### src/rtl/up_dn_counter_driver_if.sv
// rtl/up_dn_counter_driver_if.sv - request and counter-command signal bundle for up_dn_counter_driver
interface up_dn_counter_driver_if #(
  parameter int WIDTH = 5
);
  // request side
  logic             req_valid;
  logic             req_ready;
  logic             req_load;
  logic [WIDTH-1:0] req_base;
  logic [WIDTH-1:0] req_target;
  // counter command side
  logic [WIDTH-1:0] cnt_in;
  logic             cnt_load;
  logic             cnt_up;
  logic             cnt_down;
  logic [WIDTH-1:0] cnt_value;
  logic             cnt_high;
  logic             cnt_low;
  // status
  logic             busy;
  logic             done;
  logic             err;
  logic [5:0]       steps;

  // driver view
  modport slave (
    input  req_valid, req_load, req_base, req_target,
    input  cnt_value, cnt_high, cnt_low,
    output req_ready, cnt_in, cnt_load, cnt_up, cnt_down,
    output busy, done, err, steps
  );

  // request source / counter view
  modport master (
    output req_valid, req_load, req_base, req_target,
    output cnt_value, cnt_high, cnt_low,
    input  req_ready, cnt_in, cnt_load, cnt_up, cnt_down,
    input  busy, done, err, steps
  );
endinterface

### src/rtl/up_dn_counter_driver.sv
// rtl/up_dn_counter_driver.sv - steps a saturating up/down counter to a requested target
module up_dn_counter_driver #(
  parameter int WIDTH   = 5,
  parameter int TIMEOUT = 40
) (
  input  logic                  clk,
  input  logic                  rst,
  up_dn_counter_driver_if.slave bus
);

  localparam int TW = $clog2(TIMEOUT + 1);

  typedef enum logic [2:0] {
    IDLE = 3'd0,
    LOAD = 3'd1,
    STEP = 3'd2,
    DONE = 3'd3,
    ERR  = 3'd4
  } state_t;

  state_t           state;
  logic [WIDTH-1:0] target_r;
  logic [WIDTH-1:0] base_r;
  logic             load_r;
  logic [5:0]       steps_r;
  logic [TW-1:0]    timer;

  logic need_up;
  logic need_down;
  logic at_target;
  logic step_fault;

  // Direction is taken live from the counter output, so the counter must be registered.
  assign need_up    = (bus.cnt_value < target_r);
  assign need_down  = (bus.cnt_value > target_r);
  assign at_target  = (bus.cnt_value == target_r);
  assign step_fault = (need_up && bus.cnt_high) ||
                      (need_down && bus.cnt_low) ||
                      (timer == TW'(TIMEOUT));

  // Command and status outputs decode the state register; reset drops them at once.
  assign bus.req_ready = (state == IDLE) && !rst;
  assign bus.cnt_in    = base_r;
  assign bus.cnt_load  = (state == LOAD) && load_r;
  assign bus.cnt_up    = (state == STEP) && need_up;
  assign bus.cnt_down  = (state == STEP) && need_down;
  assign bus.busy      = (state != IDLE);
  assign bus.done      = (state == DONE);
  assign bus.err       = (state == ERR);
  assign bus.steps     = steps_r;

  // Request capture, load/step sequencing, step counting and timeout.
  always_ff @(posedge clk or posedge rst) begin
    if (rst) begin
      state    <= IDLE;
      target_r <= '0;
      base_r   <= '0;
      load_r   <= 1'b0;
      steps_r  <= '0;
      timer    <= '0;
    end else begin
      case (state)
        IDLE: begin
          if (bus.req_valid) begin
            target_r <= bus.req_target;
            base_r   <= bus.req_base;
            load_r   <= bus.req_load;
            steps_r  <= '0;
            timer    <= '0;
            state    <= bus.req_load ? LOAD : STEP;
          end
        end
        LOAD: begin
          state <= STEP;
        end
        STEP: begin
          // Reaching the target takes priority over any fault seen on the same edge.
          if (at_target) begin
            state <= DONE;
          end else if (step_fault) begin
            state <= ERR;
          end else if (need_up || need_down) begin
            if (steps_r != 6'd63) begin
              steps_r <= steps_r + 6'd1;
            end
            timer <= timer + TW'(1);
          end
        end
        DONE: begin
          state <= IDLE;
        end
        ERR: begin
          state <= IDLE;
        end
        default: begin
          state <= IDLE;
        end
      endcase
    end
  end

endmodule

### src/flat_wrapper.sv
// flat-port wrapper written by rule: the top's interface ports become plain ports
module up_dn_counter_driver_flat 
#(
  parameter int WIDTH   = 5,
  parameter int TIMEOUT = 40
)
  (clk, rst, bus_req_valid, bus_req_load, bus_req_base, bus_req_target, bus_cnt_value, bus_cnt_high, bus_cnt_low, bus_req_ready, bus_cnt_in, bus_cnt_load, bus_cnt_up, bus_cnt_down, bus_busy, bus_done, bus_err, bus_steps);
  up_dn_counter_driver_if #(.WIDTH(WIDTH)) bus_i ();
  input  logic clk;
  input  logic rst;
  input wire logic [$bits(bus_i.req_valid)-1:0] bus_req_valid;
  input wire logic [$bits(bus_i.req_load)-1:0] bus_req_load;
  input wire logic [$bits(bus_i.req_base)-1:0] bus_req_base;
  input wire logic [$bits(bus_i.req_target)-1:0] bus_req_target;
  input wire logic [$bits(bus_i.cnt_value)-1:0] bus_cnt_value;
  input wire logic [$bits(bus_i.cnt_high)-1:0] bus_cnt_high;
  input wire logic [$bits(bus_i.cnt_low)-1:0] bus_cnt_low;
  output wire logic [$bits(bus_i.req_ready)-1:0] bus_req_ready;
  output wire logic [$bits(bus_i.cnt_in)-1:0] bus_cnt_in;
  output wire logic [$bits(bus_i.cnt_load)-1:0] bus_cnt_load;
  output wire logic [$bits(bus_i.cnt_up)-1:0] bus_cnt_up;
  output wire logic [$bits(bus_i.cnt_down)-1:0] bus_cnt_down;
  output wire logic [$bits(bus_i.busy)-1:0] bus_busy;
  output wire logic [$bits(bus_i.done)-1:0] bus_done;
  output wire logic [$bits(bus_i.err)-1:0] bus_err;
  output wire logic [$bits(bus_i.steps)-1:0] bus_steps;
  assign bus_i.req_valid = bus_req_valid;
  assign bus_i.req_load = bus_req_load;
  assign bus_i.req_base = bus_req_base;
  assign bus_i.req_target = bus_req_target;
  assign bus_i.cnt_value = bus_cnt_value;
  assign bus_i.cnt_high = bus_cnt_high;
  assign bus_i.cnt_low = bus_cnt_low;
  assign bus_req_ready = bus_i.req_ready;
  assign bus_cnt_in = bus_i.cnt_in;
  assign bus_cnt_load = bus_i.cnt_load;
  assign bus_cnt_up = bus_i.cnt_up;
  assign bus_cnt_down = bus_i.cnt_down;
  assign bus_busy = bus_i.busy;
  assign bus_done = bus_i.done;
  assign bus_err = bus_i.err;
  assign bus_steps = bus_i.steps;
  up_dn_counter_driver #(.WIDTH(WIDTH), .TIMEOUT(TIMEOUT)) u_core (.clk(clk), .rst(rst), .bus(bus_i));
endmodule
### config.mk
export PLATFORM = sky130hd
export DESIGN_NAME = up_dn_counter_driver_flat
export DESIGN_NICKNAME = d
export VERILOG_FILES = /design/src/rtl/up_dn_counter_driver_if.sv /design/src/rtl/up_dn_counter_driver.sv /design/src/flat_wrapper.sv
export SDC_FILE = /design/constraint.sdc
export NUM_CORES = 1
export LEC_CHECK = 0
export CAP_MARGIN = 40
export CORE_MARGIN = 3
export CORE_UTILIZATION = 53
export DETAILED_ROUTE_END_ITERATION = 8
export PLACE_DENSITY = 0.85
export SETUP_SLACK_MARGIN = 0.15
export SLEW_MARGIN = 40
export SYNTH_ARGS = -nofsm -noshare
export SYNTH_HDL_FRONTEND = slang
export SYNTH_SLANG_ARGS = --single-unit
### constraint.sdc
create_clock -name clk -period 5.5 [get_ports clk]
set_clock_uncertainty 0.1 [all_clocks]
set_input_delay 0.55 -clock clk [delete_from_list [all_inputs] [get_ports clk]]
set_output_delay 0.55 -clock clk [all_outputs]
set_load 0.01 [all_outputs]
==> flow_metrics.py <==
metrics = {
    "timing": {
        "clock.fmax_mhz": 307,
        "slew_violations": 0,
        "setup_viol": 0,
        "period_share_pct": 59.2,
        "rsz0062_at_grt": "no",
        "worstMarginPinSlew_ns": 0.866,
        "min_period_ns": 3.26,
        "hold_viol": 0,
        "maxSlewHeadroom_pct": 42.2,
        "finalSetupTns_ns": 0,
    },
    "cts": {
        "ctsResizeCount": 0,
        "path_clk_slew_ns": 0.14,
        "cts_inserted_buffers": 3,
        "ctsLongestPathBuffers": 2,
        "cts_tree": "yes",
        "cts_root_buf": "clkbuf_4",
        "clkSinkCount": 26,
        "clkLatencyLatePin_ns": 0.33,
        "htree_num_levels": 1,
        "cts_hold_buf": 0,
        "cts_setup_buffers": 0,
    },
    "finish": {
        "drive_gt1_share_pct": 5.16,
        "finalInstanceArea_sq_mm": 0.00201,
        "area_growth_pct": 23.9,
        "nNetsFinal": 243,
        "antenna_cells": 0,
        "fillers": 216,
    },
    "setup_path": {
        "rr_startpoint": "u_core.state[1]",
        "worst_ep_required_time_ns": 4.85,
        "reg2reg_slack_ns": 2.98,
        "end_kind": "output port",
        "reg2reg_depth": 5,
        "critPathLaunchType": "input port",
        "cp_common_cell": "clkdlybuf4s50_1",
        "worstPathArrival_ns": 2.61,
        "worst-path-buf-inv": 2,
        "crit_family": "buffers and inverters",
        "cpMaxStageDelayCell": "clkdlybuf4s50_1",
        "cp_max_fo": 11,
        "path_cells": "clkdlybuf4s50_1 > ha_1 > and4_1 > and2_1 > nor3_1 > clkdlybuf4s50_1",
        "crit_type": "input port to output port",
        "crit_path_max_incr_delay_ns": 0.56,
        "worstReg2RegEnd": "u_core.bus.steps[4]",
    },
    "floorplanning": {
        "coreArea_sq_mm": 0.00283,
        "ios": 39,
        "rows": 19,
        "initial_utilization_pct": 57.3,
        "die_x_um": 61.3,
        "die_area_sq_mm": 0.00376,
        "dieHeight_um": 61.3,
    },
    "global_routing": {
        "grt_util_met2_pct": 39.1,
        "grt.busiest_layer": "met2",
        "use_met1_pct": 32.0,
        "grtUsageTotal_pct": 23.9,
        "grt_pass1_wl_um": 6730,
        "grt_max_degree": 27,
        "antenna_found_initial": 0,
        "grt_use_met3_pct": 3.35,
        "grt_overflow": 0,
        "grt_pass1_vias": 1461,
    },
    "routing": {
        "wl_per_cell_um": 16.8,
        "drt_iter0_drc": 126,
        "first_pass_iters": 4,
        "via_count": 1566,
        "vias_per_cell": 6.42,
        "drt-total-wl_um": 4100,
        "drc": 0,
        "postRouteAntennaNets": 0,
    },
    "worst_hold_path": {
        "whs_path_depth": 2,
        "holdPathEnd": "u_core.bus.cnt_in[1]",
        "hold_start": "u_core.bus.cnt_in[1]",
        "hold_path.class": "flop to flop",
    },
    "power": {
        "switching_share_pct": 42.9,
        "p_leak_nw": 0.860,
        "p_seq_share_pct": 35.2,
        "power_switching_mw": 0.373,
        "clkPwrFrac_pct": 11.5,
        "ir_worst_vdd_v": 0.000294,
        "power_density_mw_per_mm2": 433,
        "combPwrFrac_pct": 53.3,
        "p_int_mw": 0.496,
    },
    "synth": {
        "syn_inst": 182,
        "yosys_warnings": 0,
        "synth.yosys.seq_area_share_pct": 40.1,
        "synth_ff_type": "dfrtp_1",
        "synth_nets": 211,
        "netlist_area_sq_mm": 0.00162,
        "ys_seq_elements": 26,
        "synth_cell_types": 47,
        "async_flop_share_pct": 100,
        "synth_edf_count": 0,
        "synth.avg_cell_area_sq_um": 8.91,
    },
    "run_status": {
        "outcome": "complete, no violations",
    },
    "place": {
        "hpwlAfterDp_um": 2950,
        "placed_area_sq_mm": 0.00197,
        "portBuffers": 38,
        "gp_congestion": 0.905,
    },
    "flow_run": {
        "drv_cap": 0,
    },
}
-- final cells by class --
type | count | area (sq um) | share of cell area, %
multi-input cells | 135 | 866 | 43.1
flip-flops and latches | 26 | 651 | 32.4
repair buffers | 38 | 380 | 18.9
well taps | 31 | 38.8 | 1.93
inverters | 10 | 37.5 | 1.87
clock buffers | 4 | 36.3 | 1.81
-- power groups by stage --
stage | Combinational, mW | Clock [mW] | Sequential, mW
6_report | 0.463 | 0.0997 | 0.306
5_1_grt | 0.509 | 0.110 | 0.314
4_1_cts | 0.462 | 0.101 | 0.305
3_5_place_dp | 0.459 | 0 | 0.309
3_3_place_gp | 0.438 | 0 | 0.303
2_1_floorplan | 0.313 | 0 | 0.299
-- metrics by stage --
step           setup slack, ns  total power [mW]  cells  hold WS, ns  util (%)
3_5_place_dp              2.23             0.768    240        0.380      69.7
6_report                  2.24             0.869    244        0.412      71.0
3_3_place_gp              2.28             0.741    240        0.358      69.7
5_1_grt                   2.12             0.934    244        0.436      71.0
4_1_cts                   2.23             0.868    244        0.415      71.0
2_1_floorplan             3.05             0.613    182        0.342         -
-- synth_stat cells, drive strengths merged (3+ instances only) --
cell	count	area share, %
a311o	3	1.9
and3	5	1.9
a221o	3	1.9
buf	5	2.8
nor2	9	2.1
nand4	5	1.9
ha	8	6.2
o21ai	9	3.0
a21oi	4	1.5
nor3	9	2.8
dfrtp	26	40
nand2	33	7.6
nand3	7	2.2
nor4	3	1.2
clkbuf	6	1.4
inv	10	2.3
a22o	3	1.6
-- cells in the final DEF (no fill, tap or decap), types with 2 or more instances in the layout --
| master | netlist | routed |
|---|---|---|
| a22o_1 | 3 | 3 |
| a311o_1 | 3 | 3 |
| or4_1 | 2 | 2 |
| nor4_1 | 3 | 3 |
| clkbuf_4 | 0 | 3 |
| dfrtp_1 | 26 | 26 |
| o21ai_0 | 8 | 8 |
| nor3b_1 | 2 | 2 |
| a31oi_1 | 2 | 2 |
| and2_1 | 2 | 2 |
| ha_1 | 8 | 8 |
| and3_1 | 5 | 5 |
| o31a_1 | 2 | 2 |
| nor3_1 | 9 | 9 |
| nor2_1 | 9 | 9 |
| inv_1 | 10 | 9 |
| nand3_1 | 7 | 7 |
| a221o_1 | 3 | 3 |
| and4_1 | 2 | 2 |
| nand2_1 | 33 | 33 |
| a21oi_1 | 3 | 3 |
| a2111oi_0 | 2 | 2 |
| a32o_1 | 2 | 2 |
| nand4_1 | 5 | 5 |
| clkdlybuf4s50_1 | 0 | 38 |
-- metal layers --
metal | up-vias | routed length, um | share of wire [%]
met4 | 0 | 54 | 1.3
li1 | 737 | - | -
met5 | - | 0 | 0
met2 | 89 | 2010 | 49
met1 | 735 | 1720 | 42
met3 | 5 | 311 | 7.6
-- cell families (layout without fill, tap and decap cells) --
logic type | count (synthesis) | count (layout) | share of synthesized area (%)
mux | 1 | 1 | 0.694
compound gates | 42 | 42 | 20.7
fa+ha+maj | 8 | 8 | 6.17
buf+inv | 21 | 52 | 6.48
simple gates | 84 | 84 | 25.8
flops | 26 | 26 | 40.1
-- worst register-to-register path: stages, from the launching register on --
cell	delay, ns
dfrtp_1	0.53
or3b_1	0.57
a41oi_2	0.24
o21ai_2	0.19
or4_1	0.52
a32o_1	0.28
-- flip-flops by register name, indices dropped and copies added, names as in the netlist --
signal,flops
u_core.load_r,1
u_core.target_r,5
u_core.bus.cnt_in,5
u_core.timer,6
u_core.state,3
u_core.bus.steps,6
-- worst max-delay path by stage --
| stage | end | slack [ns] | depth (start not counted) | from |
|---|---|---|---|---|
| 5_1_grt | bus_cnt_down | 2.12 | 6 | bus_cnt_value[3] |
| 3_5_place_dp | bus_cnt_down | 2.23 | 6 | bus_cnt_value[3] |
| 3_3_place_gp | bus_cnt_down | 2.28 | 6 | bus_cnt_value[3] |
| 2_1_floorplan | u_core.bus.steps[3] | 3.05 | 8 | bus_cnt_value[3] |
| 6_report | bus_cnt_down | 2.24 | 6 | bus_cnt_value[3] |
| 4_1_cts | bus_cnt_down | 2.23 | 6 | bus_cnt_value[3] |
No activity file was read; power rests on OpenSTA's default activity.
